File: config.mk
export PLATFORM = sky130hd
export DESIGN_NAME = octree_lookup
export DESIGN_NICKNAME = d
export VERILOG_FILES = /design/src/rtl/octree_pkg.sv /design/src/rtl/octree_node_decode.sv /design/src/rtl/octree_lookup.sv
export SDC_FILE = /design/constraint.sdc
export NUM_CORES = 1
export LEC_CHECK = 0
export CAP_MARGIN = 20
export CELL_PAD_IN_SITES_DETAIL_PLACEMENT = 1
export CELL_PAD_IN_SITES_GLOBAL_PLACEMENT = 2
export CORE_UTILIZATION = 30
export DETAILED_ROUTE_END_ITERATION = 10
export PLACE_DENSITY_LB_ADDON = 0.1
export REMOVE_ABC_BUFFERS = 1
export SLEW_MARGIN = 20
export SYNTH_ARGS = -nofsm -noshare
export SYNTH_HDL_FRONTEND = slang
export SYNTH_SLANG_ARGS = --single-unit
File: constraint.sdc
create_clock -name clk -period 11.5 [get_ports clk]
set_clock_uncertainty 0.2 [all_clocks]
set_input_delay 2.3 -clock clk [delete_from_list [all_inputs] [get_ports clk]]
set_output_delay 2.3 -clock clk [all_outputs]
set_load 0.02 [all_outputs]
File: src/rtl/octree_pkg.sv
// Shared definitions for the octree traversal stage: node word layout,
// traversal states and the per-level octant selection helper.
package octree_pkg;

  localparam int LEAF_BIT  = 31;
  localparam int MAT_MSB   = 7;
  localparam int CHILD_MSB = 30;

  typedef enum logic [1:0] {
    S_IDLE   = 2'd0,
    S_ISSUE  = 2'd1,
    S_DECODE = 2'd2,
    S_RESP   = 2'd3
  } state_e;

  // Octant {x,y,z} taken from bit (coord_width-1-depth); coordinates zero-extended.
  function automatic logic [2:0] octant_of(input logic [31:0] x,
                                           input logic [31:0] y,
                                           input logic [31:0] z,
                                           input int unsigned depth,
                                           input int unsigned coord_width = 10);
    int unsigned b;
    logic [31:0] xs, ys, zs;
    if (depth >= coord_width) begin
      return 3'd0;
    end
    b  = coord_width - 1 - depth;
    xs = x >> b;
    ys = y >> b;
    zs = z >> b;
    return {xs[0], ys[0], zs[0]};
  endfunction

endpackage

File: src/rtl/octree_node_decode.sv
// Combinational decode of one fetched node word into leaf/material, the
// next child address and the termination error (depth or range exhausted).
module octree_node_decode
  import octree_pkg::*;
#(
  parameter int COORD_WIDTH   = 10,
  parameter int ADDRESS_WIDTH = 32,
  parameter int DATA_WIDTH    = 32,
  parameter int ROM_DEPTH     = 4306,
  parameter int DEPTH_W       = $clog2(COORD_WIDTH + 1)
) (
  input  logic [DATA_WIDTH-1:0]    word_i,
  input  logic [DEPTH_W-1:0]       depth_i,
  input  logic [COORD_WIDTH-1:0]   x_i,
  input  logic [COORD_WIDTH-1:0]   y_i,
  input  logic [COORD_WIDTH-1:0]   z_i,
  output logic                     is_leaf_o,
  output logic [7:0]               material_o,
  output logic [ADDRESS_WIDTH-1:0] next_addr_o,
  output logic                     err_o
);

  localparam int AW1 = ADDRESS_WIDTH + 1;

  logic [2:0]     octant;
  logic [AW1-1:0] base_ext;
  logic [AW1-1:0] last_child;
  logic           depth_full;
  logic           out_of_range;

  always_comb begin
    octant       = octant_of(32'(x_i), 32'(y_i), 32'(z_i), 32'(depth_i), COORD_WIDTH);
    // One extra bit keeps base+7 from wrapping past the range check.
    base_ext     = AW1'(word_i[CHILD_MSB:0]);
    last_child   = base_ext + AW1'(7);
    out_of_range = (last_child >= AW1'(ROM_DEPTH));
    depth_full   = (depth_i == DEPTH_W'(COORD_WIDTH));
    is_leaf_o    = word_i[LEAF_BIT];
    material_o   = word_i[MAT_MSB:0];
    next_addr_o  = ADDRESS_WIDTH'(base_ext + AW1'(octant));
    err_o        = !word_i[LEAF_BIT] && (depth_full || out_of_range);
  end

endmodule

File: src/rtl/octree_lookup.sv
// Octree traversal stage: walks from the root one ROM fetch per level and
// returns leaf/depth/err. OCTREE_LOOKUP_STATS_EN adds fetch counters.
module octree_lookup
  import octree_pkg::*;
#(
  parameter int          COORD_WIDTH   = 10,
  parameter int          ADDRESS_WIDTH = 32,
  parameter int          DATA_WIDTH    = 32,
  parameter int          ROM_DEPTH     = 4306,
  parameter int unsigned ROOT_ADDR     = 0
) (
  input  logic                             clk,
  input  logic                             rst,
  input  logic                             req_valid,
  output logic                             req_ready,
  input  logic [COORD_WIDTH-1:0]           req_x,
  input  logic [COORD_WIDTH-1:0]           req_y,
  input  logic [COORD_WIDTH-1:0]           req_z,
  output logic [ADDRESS_WIDTH-1:0]         rom_addr,
  output logic                             rom_ren,
  input  logic [DATA_WIDTH-1:0]            rom_dout,
  output logic                             resp_valid,
  input  logic                             resp_ready,
  output logic [7:0]                       resp_leaf,
  output logic [$clog2(COORD_WIDTH+1)-1:0] resp_depth,
  output logic                             resp_err
`ifdef OCTREE_LOOKUP_STATS_EN
  ,
  output logic [7:0]                       resp_fetches,
  output logic [31:0]                      total_fetches
`endif
);

  localparam int DEPTH_W = $clog2(COORD_WIDTH + 1);

  state_e                   state_q, state_d;
  logic [ADDRESS_WIDTH-1:0] addr_q, addr_d;
  logic [DEPTH_W-1:0]       depth_q, depth_d;
  logic [COORD_WIDTH-1:0]   x_q, x_d, y_q, y_d, z_q, z_d;
  logic [7:0]               leaf_q, leaf_d;
  logic [DEPTH_W-1:0]       rdepth_q, rdepth_d;
  logic                     err_q, err_d;

  logic                     dec_leaf;
  logic [7:0]               dec_material;
  logic [ADDRESS_WIDTH-1:0] dec_next_addr;
  logic                     dec_err;

  octree_node_decode #(
    .COORD_WIDTH  (COORD_WIDTH),
    .ADDRESS_WIDTH(ADDRESS_WIDTH),
    .DATA_WIDTH   (DATA_WIDTH),
    .ROM_DEPTH    (ROM_DEPTH),
    .DEPTH_W      (DEPTH_W)
  ) u_decode (
    .word_i     (rom_dout),
    .depth_i    (depth_q),
    .x_i        (x_q),
    .y_i        (y_q),
    .z_i        (z_q),
    .is_leaf_o  (dec_leaf),
    .material_o (dec_material),
    .next_addr_o(dec_next_addr),
    .err_o      (dec_err)
  );

  always_ff @(posedge clk) begin
    if (rst) begin
      state_q  <= S_IDLE;
      addr_q   <= '0;
      depth_q  <= '0;
      x_q      <= '0;
      y_q      <= '0;
      z_q      <= '0;
      leaf_q   <= '0;
      rdepth_q <= '0;
      err_q    <= 1'b0;
    end else begin
      state_q  <= state_d;
      addr_q   <= addr_d;
      depth_q  <= depth_d;
      x_q      <= x_d;
      y_q      <= y_d;
      z_q      <= z_d;
      leaf_q   <= leaf_d;
      rdepth_q <= rdepth_d;
      err_q    <= err_d;
    end
  end

  always_comb begin
    state_d    = state_q;
    addr_d     = addr_q;
    depth_d    = depth_q;
    x_d        = x_q;
    y_d        = y_q;
    z_d        = z_q;
    leaf_d     = leaf_q;
    rdepth_d   = rdepth_q;
    err_d      = err_q;
    req_ready  = 1'b0;
    rom_ren    = 1'b0;
    resp_valid = 1'b0;
    case (state_q)
      S_IDLE: begin
        req_ready = 1'b1;
        if (req_valid) begin
          x_d     = req_x;
          y_d     = req_y;
          z_d     = req_z;
          depth_d = '0;
          addr_d  = ADDRESS_WIDTH'(ROOT_ADDR);
          state_d = S_ISSUE;
        end
      end
      S_ISSUE: begin
        rom_ren = 1'b1;
        state_d = S_DECODE;
      end
      S_DECODE: begin
        if (dec_leaf) begin
          leaf_d   = dec_material;
          rdepth_d = depth_q;
          err_d    = 1'b0;
          state_d  = S_RESP;
        end else if (dec_err) begin
          leaf_d   = 8'h00;
          rdepth_d = depth_q;
          err_d    = 1'b1;
          state_d  = S_RESP;
        end else begin
          addr_d   = dec_next_addr;
          depth_d  = depth_q + DEPTH_W'(1);
          state_d  = S_ISSUE;
        end
      end
      S_RESP: begin
        resp_valid = 1'b1;
        if (resp_ready) begin
          state_d = S_IDLE;
        end
      end
      default: state_d = S_IDLE;
    endcase
  end

  assign rom_addr   = addr_q;
  assign resp_leaf  = leaf_q;
  assign resp_depth = rdepth_q;
  assign resp_err   = err_q;

`ifdef OCTREE_LOOKUP_STATS_EN
  logic [7:0]  fetch_q;
  logic [31:0] total_fetches_q;

  always_ff @(posedge clk) begin
    if (rst) begin
      fetch_q         <= '0;
      total_fetches_q <= '0;
    end else begin
      if (rom_ren) begin
        total_fetches_q <= total_fetches_q + 32'd1;
      end
      if (state_q == S_IDLE && req_valid) begin
        fetch_q <= '0;
      end else if (rom_ren && fetch_q != 8'hFF) begin
        fetch_q <= fetch_q + 8'd1;
      end
    end
  end

  assign resp_fetches  = fetch_q;
  assign total_fetches = total_fetches_q;
`endif

endmodule

After elaboration in Yosys (flattened, before gate mapping):

Cells that the tools add are included.

* register bits after elaboration: 81
* input bits: 66
* output and inout port bits: 48
* logic and storage cells: 61

* add/subtract/negate cells: 4
* $lt $le $gt $ge: 2
* equal/unequal tests: 8
* shift-type cells: 3
* mux-type cells: 25
* reduce and logical (&&, ||, !) cells: 10

Operators by type and width (count)
* 32-bit 2-to-1 mux: 3
* 10-bit by 32-bit right shift with 1-bit output: 3
* 32-bit one-hot mux with 2 select lines: 1
* 33-bit by 13-bit greater-or-equal comparator with 1-bit output (second input constant): 1
* 31-bit by 3-bit adder with 32-bit output: 1
* 31-bit by 3-bit adder with 32-bit output (second input constant): 1
* 4-bit 2-to-1 mux: 5
* 8-bit 2-to-1 mux: 2
* 2-bit 2-to-1 mux: 4
* 2-bit != test (second input constant): 4
* 2-bit one-hot mux with 4 select lines: 1
* 4-bit one-hot mux with 2 select lines: 1
* 1-bit 2-to-1 mux: 6
* 3-bit 2-to-1 mux: 2
* 2-bit AND reduction: 3
* 4-bit by 4-bit subtractor with 5-bit output (first input constant): 1
* 4-bit by 1-bit adder with 4-bit output (second input constant): 1
* 2-bit == test (second input constant): 2
* 4-bit == test (second input constant): 1
* 4-bit greater-or-equal comparator (second input constant): 1
* 4-bit AND reduction: 1
* 2-bit nonzero test: 2
* 2-bit by 1-bit == test with 1-bit output (second input constant): 1
* 2-bit logical NOT: 1
* 3 further kinds: 3

Longest topological paths before layout:

* word-level depth: 7
* gate-level depth with buffers: 15
* mapped depth without buffers: 14

Modules after synthesis:

Synthesis repeated with hierarchy kept, for this count alone.

* cells, all modules: 617
* area total of the unflattened synthesis: 4914.7 um^2

By module, submodules not included
* octree_lookup: instances 1, cells each 378, area an instance 3125.5 um^2, sequential area each 1621.6 um^2
* octree_node_decode: instances 1, cells each 239, area an instance 1789.2 um^2, sequential area each 0.0 um^2

Worst setup path before layout:

OpenSTA, ideal clock, no wires.

* kind: input to register
* from: input port rom_dout[5]
* to: register addr_q[10], in the netlist rom_addr[10]
* arrival time: 4989 ps
* slack: 6196 ps
* stages on the path: 13
* path buffers: 4
* cell sequence: clkbuf_1 -> nand3_1 -> or3_1 -> clkbuf_1 -> nor4_1 -> xnor2_1 -> o31ai_1 -> nor4_2 -> a21o_1 -> a21oi_1 -> clkbuf_1 -> buf_2 -> o2bb2ai_2

* word-level cells in the longest chain between the ends: 6

RTL lines
* start: declaration: line octree_lookup.sv:21 `input logic [DATA_WIDTH-1:0] rom_dout,`
* 31-bit by 3-bit adder with 32-bit output: line octree_node_decode.sv:35 `last_child = base_ext + AW1'(7);`
* 33-bit by 13-bit greater-or-equal comparator with 1-bit output: line octree_node_decode.sv:36 `out_of_range = (last_child >= AW1'(ROM_DEPTH));`
* 1-bit logical OR: line octree_node_decode.sv:41 `err_o = !word_i[LEAF_BIT] && (depth_full || out_of_range);`
* 1-bit logical AND: line octree_node_decode.sv:41
* 2-bit != test (no source line)
* 4-bit AND reduction (no source line)
* end signal: assignment: line octree_lookup.sv:80 `addr_q <= addr_d;`
* end: declaration: line octree_lookup.sv:37 `logic [ADDRESS_WIDTH-1:0] addr_q, addr_d;`

Parallel ways exist; a longest one is shown, timed or not. The select of a mux whose other input is x is not followed.
A chain may end at the register's enable or synchronous reset.

Worst setup path in the final report:

* from: input port rom_dout[3]
* to: register leaf_q[6], in the netlist resp_leaf[6]

* word-level cells in the longest chain between the ends: 6

RTL lines
* 31-bit by 3-bit adder with 32-bit output: line octree_node_decode.sv:35
* 33-bit by 13-bit greater-or-equal comparator with 1-bit output: line octree_node_decode.sv:36
* 1-bit logical OR: line octree_node_decode.sv:41
* 1-bit logical AND: line octree_node_decode.sv:41
* 2-bit nonzero test (no source line)
* 2-bit AND reduction (no source line)
* end signal: assignment: line octree_lookup.sv:85 `leaf_q <= leaf_d;`
* end: declaration: line octree_lookup.sv:40 `logic [7:0] leaf_q, leaf_d;`

Every way passes these cells.

==> run_results.csv <==
group,metric,value,unit
timing,period_minus_slack,6215,ps
floorplan,rows,42,
synthesis,async_reset_ff_share,0,%
clock_tree,htree_levels,3,
grt,busiest_layer,"met2",
run_status,status,"complete, no violations",
critical_path,worstPathCellList,"clkdlybuf4s50_1 > nand3_1 > or3_1 > nor4_1 > xnor2_1 > o31ai_1 > nor4_2 > a31o_1 > nor2b_1 > a22o_1",
floorplan,die_y,119.2,microns
clock_tree,clock_path_buffers,2,
clock_tree,holdBufCountCts,0,
flow_run,maxCapViolations,0,
timing,timing.fmax,160.9,MHz
clock_tree,cts_tree,"built",
clock_tree,clk_pin_slew_worst_paths,60,ps
detailed_routing,drcViolationCount,0,
clock_tree,post_cts_buffers,0,
place,place_ws,4937,ps
grt,grt_pass1_wl,19770,microns
timing,slew_viol_final,0,
critical_path,worstPathMaxFanout,12,
grt,grt_pass1_vias,3793,
critical_path,cp_top_family,"simple AND/OR/NAND/NOR gates",
synthesis,synth_top_area_cell,"dfxtp_1",
synthesis,avgSynthCellArea,8.682,sq um
hold_path,min-delay-path-class,"reg2reg",
synthesis,netlist_top_cells_area,"dfxtp_1 (39%), nand2_1 (7.4%), a21oi_1 (5.1%), o2bb2ai_2 (3.6%), mux4_2 (3.3%)",
clock_tree,clock_sinks,81,
floorplan,core,0.01335,sq mm
hold_path,worstHoldStart,"z_q[2]",
critical_path,required,11580,ps
power_and_ir_drop,leakage,0.002047,uW
synthesis,synth_ff_type,"dfxtp_1",
critical_path,startpoint_type,"primary input",
place,port_buffers,113,
grt,grt_max_degree,45,
critical_path,arrival,6300,ps
cells_and_area,area_delta_synth_final,38.83,%
clock_tree,cts_root_buf,"clkbuf_16",
cells_and_area,regArea,0.001622,sq mm
detailed_routing,routedWlPerCell,15.88,microns
floorplan,start_util,30.90,%
timing,hold_viol_final,0,
timing,tightest_slew,972.1,ps
synthesis,synth_edf_count,0,
grt,grt_remaining_overflow,0,
critical_path,cp-end-kind,"register",
detailed_routing,vias,3771,
clock_tree,cts-resized-gates,0,
clock_tree,clkLatencyLatePin,340,ps
timing,slew_headroom,34.70,%
power_and_ir_drop,ir_worst_vdd,0.07715,mV
grt,globalRouteMet1Util,23.68,%
synthesis,yosysWarnings,0,
critical_path,critPathBufInv,1,
timing,fin_tns_setup,0,ps
critical_path,path_class,"in2reg",
grt,grt.met3_usage,4.454,%
critical_path,cpPeakStageDelay,770,ps
detailed_routing,dr.pass1.iters,4,
timing,rsz0062_at_grt,"false",
timing,fin_ws,5285,ps
grt,antenna_found_initial,0,
grt,grt_usage,17.63,%
timing,setup_violations,0,
place,gp_congestion,0.8393,
synthesis,synthesis.area,0.004124,sq mm
synthesis,synthCells,475,
grt,grt_use_met2,27.36,%
timing,post-route-period-util,54.05,%
synthesis,synthDistinctLibCells,58,
detailed_routing,drtAntennaViolNets,0,
cells_and_area,layout.filler_cells,1587,
synthesis,yosys.area.top_type_share,39.32,%
critical_path,cp_slowest_cell,"clkdlybuf4s50_1",
floorplan,ios,114,
cells_and_area,drive_gt1_share,8.636,%
cells_and_area,nNetsFinal,650,
detailed_routing,drt-initial-drc-count,187,
place,post-dp-hpwl,8863,microns
critical_path,worstSetupStartpoint,"rom_dout[3]",
power_and_ir_drop,p_per_area,125.5,mW/mm^2
synthesis,synth-seq-cells,81,
floorplan,dieArea,0.01422,sq mm
cells_and_area,antenna_cells,0,
synthesis,seq_area_frac_synth,39.32,%
cells_and_area,multi_input_area,0.002347,sq mm
critical_path,r2r-start,"depth_q[1]",
floorplan,die_w,119.2,microns
detailed_routing,vias_per_cell,4.995,
clock_tree,cts_buffers,9,
detailed_routing,wl,11990,microns
==> metrics by stage <==
| step | util (%) | hold WS (ps) | total power (uW) | cells | instance area, sq um |
|---|---|---|---|---|---|
| finish | 42.89 | 253.2 | 718.8 | 755 | 5725 |
| global route | 42.89 | 277.3 | 751.4 | 755 | 5725 |
| CTS | 42.77 | 257.4 | 730.2 | 754 | 5709 |
| detailed placement | 40.24 | 246.4 | 402.8 | 738 | 5371 |
| global placement | 40.24 | 240.7 | 400.0 | 738 | 5371 |
| floorplan | - | 226.8 | 348.1 | 447 | 4001 |
==> final timing paths <==
kind         depth (start not counted)  slack, ps      endpoint
max                                 10       5280  resp_leaf[6]
min                                  2        250        z_q[2]
max reg2reg                         14       7180   rom_addr[8]
min reg2reg                          2        250        z_q[2]
==> worst register-to-register path: stages (launching register included) <==
cell and delay (ps):
dfxtp_1 700, inv_1 170, ha_1 500, mux4_2 560, nand2_1 80, nand2_1 60, a22oi_1 160, nor2_1 120
fa_1 450, a21oi_1 260, nand2b_1 200, nor3_1 120, xnor2_1 170, or3_1 370, a21oi_1 140
==> kinds of logic (layout without fill, tap and decap cells) <==
group	Yosys count	after routing	share of synthesized area [%]
flip-flops	81	81	39.32
AO/OA/AOI/OAI	99	99	17.32
AND/OR/NAND/NOR	206	206	25.03
XOR/XNOR	23	23	4.885
buffers and inverters	38	142	3.883
adder cells (fa/ha/maj)	10	10	3.216
multiplexers	18	18	6.341
==> placed cells by master, fill, tap and decap left out, types with 2 or more instances in the layout <==
cell type	count
a211oi_1	2
a21o_1	2
a21oi_1	41
a22o_1	8
a22oi_1	4
a31oi_1	6
and2_1	19
and4_1	2
buf_4	2
bufinv_16	2
clkbuf_16	9
clkbuf_8	2
clkdlybuf4s50_1	113
dfxtp_1	81
ha_1	9
inv_1	10
inv_6	2
mux2_2	5
mux2i_1	7
mux4_2	6
nand2_1	81
nand2b_1	6
nand3_1	15
nand4_1	6
nor2_1	26
nor2b_1	6
nor3_1	16
nor3b_1	3
nor4_1	6
nor4b_1	2
o21ai_0	7
o2bb2ai_2	10
o31a_1	5
or2_2	3
or3_1	4
or4_1	3
xnor2_1	15
xor2_1	8
==> registers in the layout (all words and copies together) (netlist names) <==
register and flops:
rom_addr 32, state_q 2, depth_q 4, z_q 10, y_q 10, resp_leaf 8, resp_err 1, x_q 10
resp_depth 4
==> routing by layer <==
layer / part of all wire (%) / vias to the layer above / wire length (microns)
li1: - / 1876 / -
met4: 1.4 / 0 / 170
met5: 0 / - / 0
met1: 49 / 1793 / 5862
met2: 44 / 87 / 5325
met3: 5.3 / 15 / 631
==> Yosys cell counts, drive strengths merged (3+ instances only) <==
cell type,instances
nand2,82
dfxtp,81
a21oi,42
nor2,26
and2,20
clkbuf,20
nor3,16
nand3,15
xnor2,15
o2bb2ai,11
inv,10
ha,9
a22o,8
buf,8
nor4,8
xor2,8
mux2i,7
o21ai,7
a31oi,6
mux4,6
nand2b,6
nand4,6
nor2b,6
mux2,5
o31a,5
a22oi,4
or3,4
or4,4
nor3b,3
or2,3
==> final cells by class <==
cell class,instances,area share (%)
inverters,10,0.6556
clock buffers,11,4.414
multi-input cells,356,41.00
repair buffers,116,20.28
well taps,176,3.846
flip-flops and latches,81,28.32
clock inverters,5,1.486
==> power by group <==
part           leakage, uW  switching (uW)  internal, uW
registers         0.000657            5.85           290
logic              0.00123            53.1          47.1
clock network     0.000163             119           204
total              0.00205             178           541
Note: power is estimated with default switching activity, not from simulation.
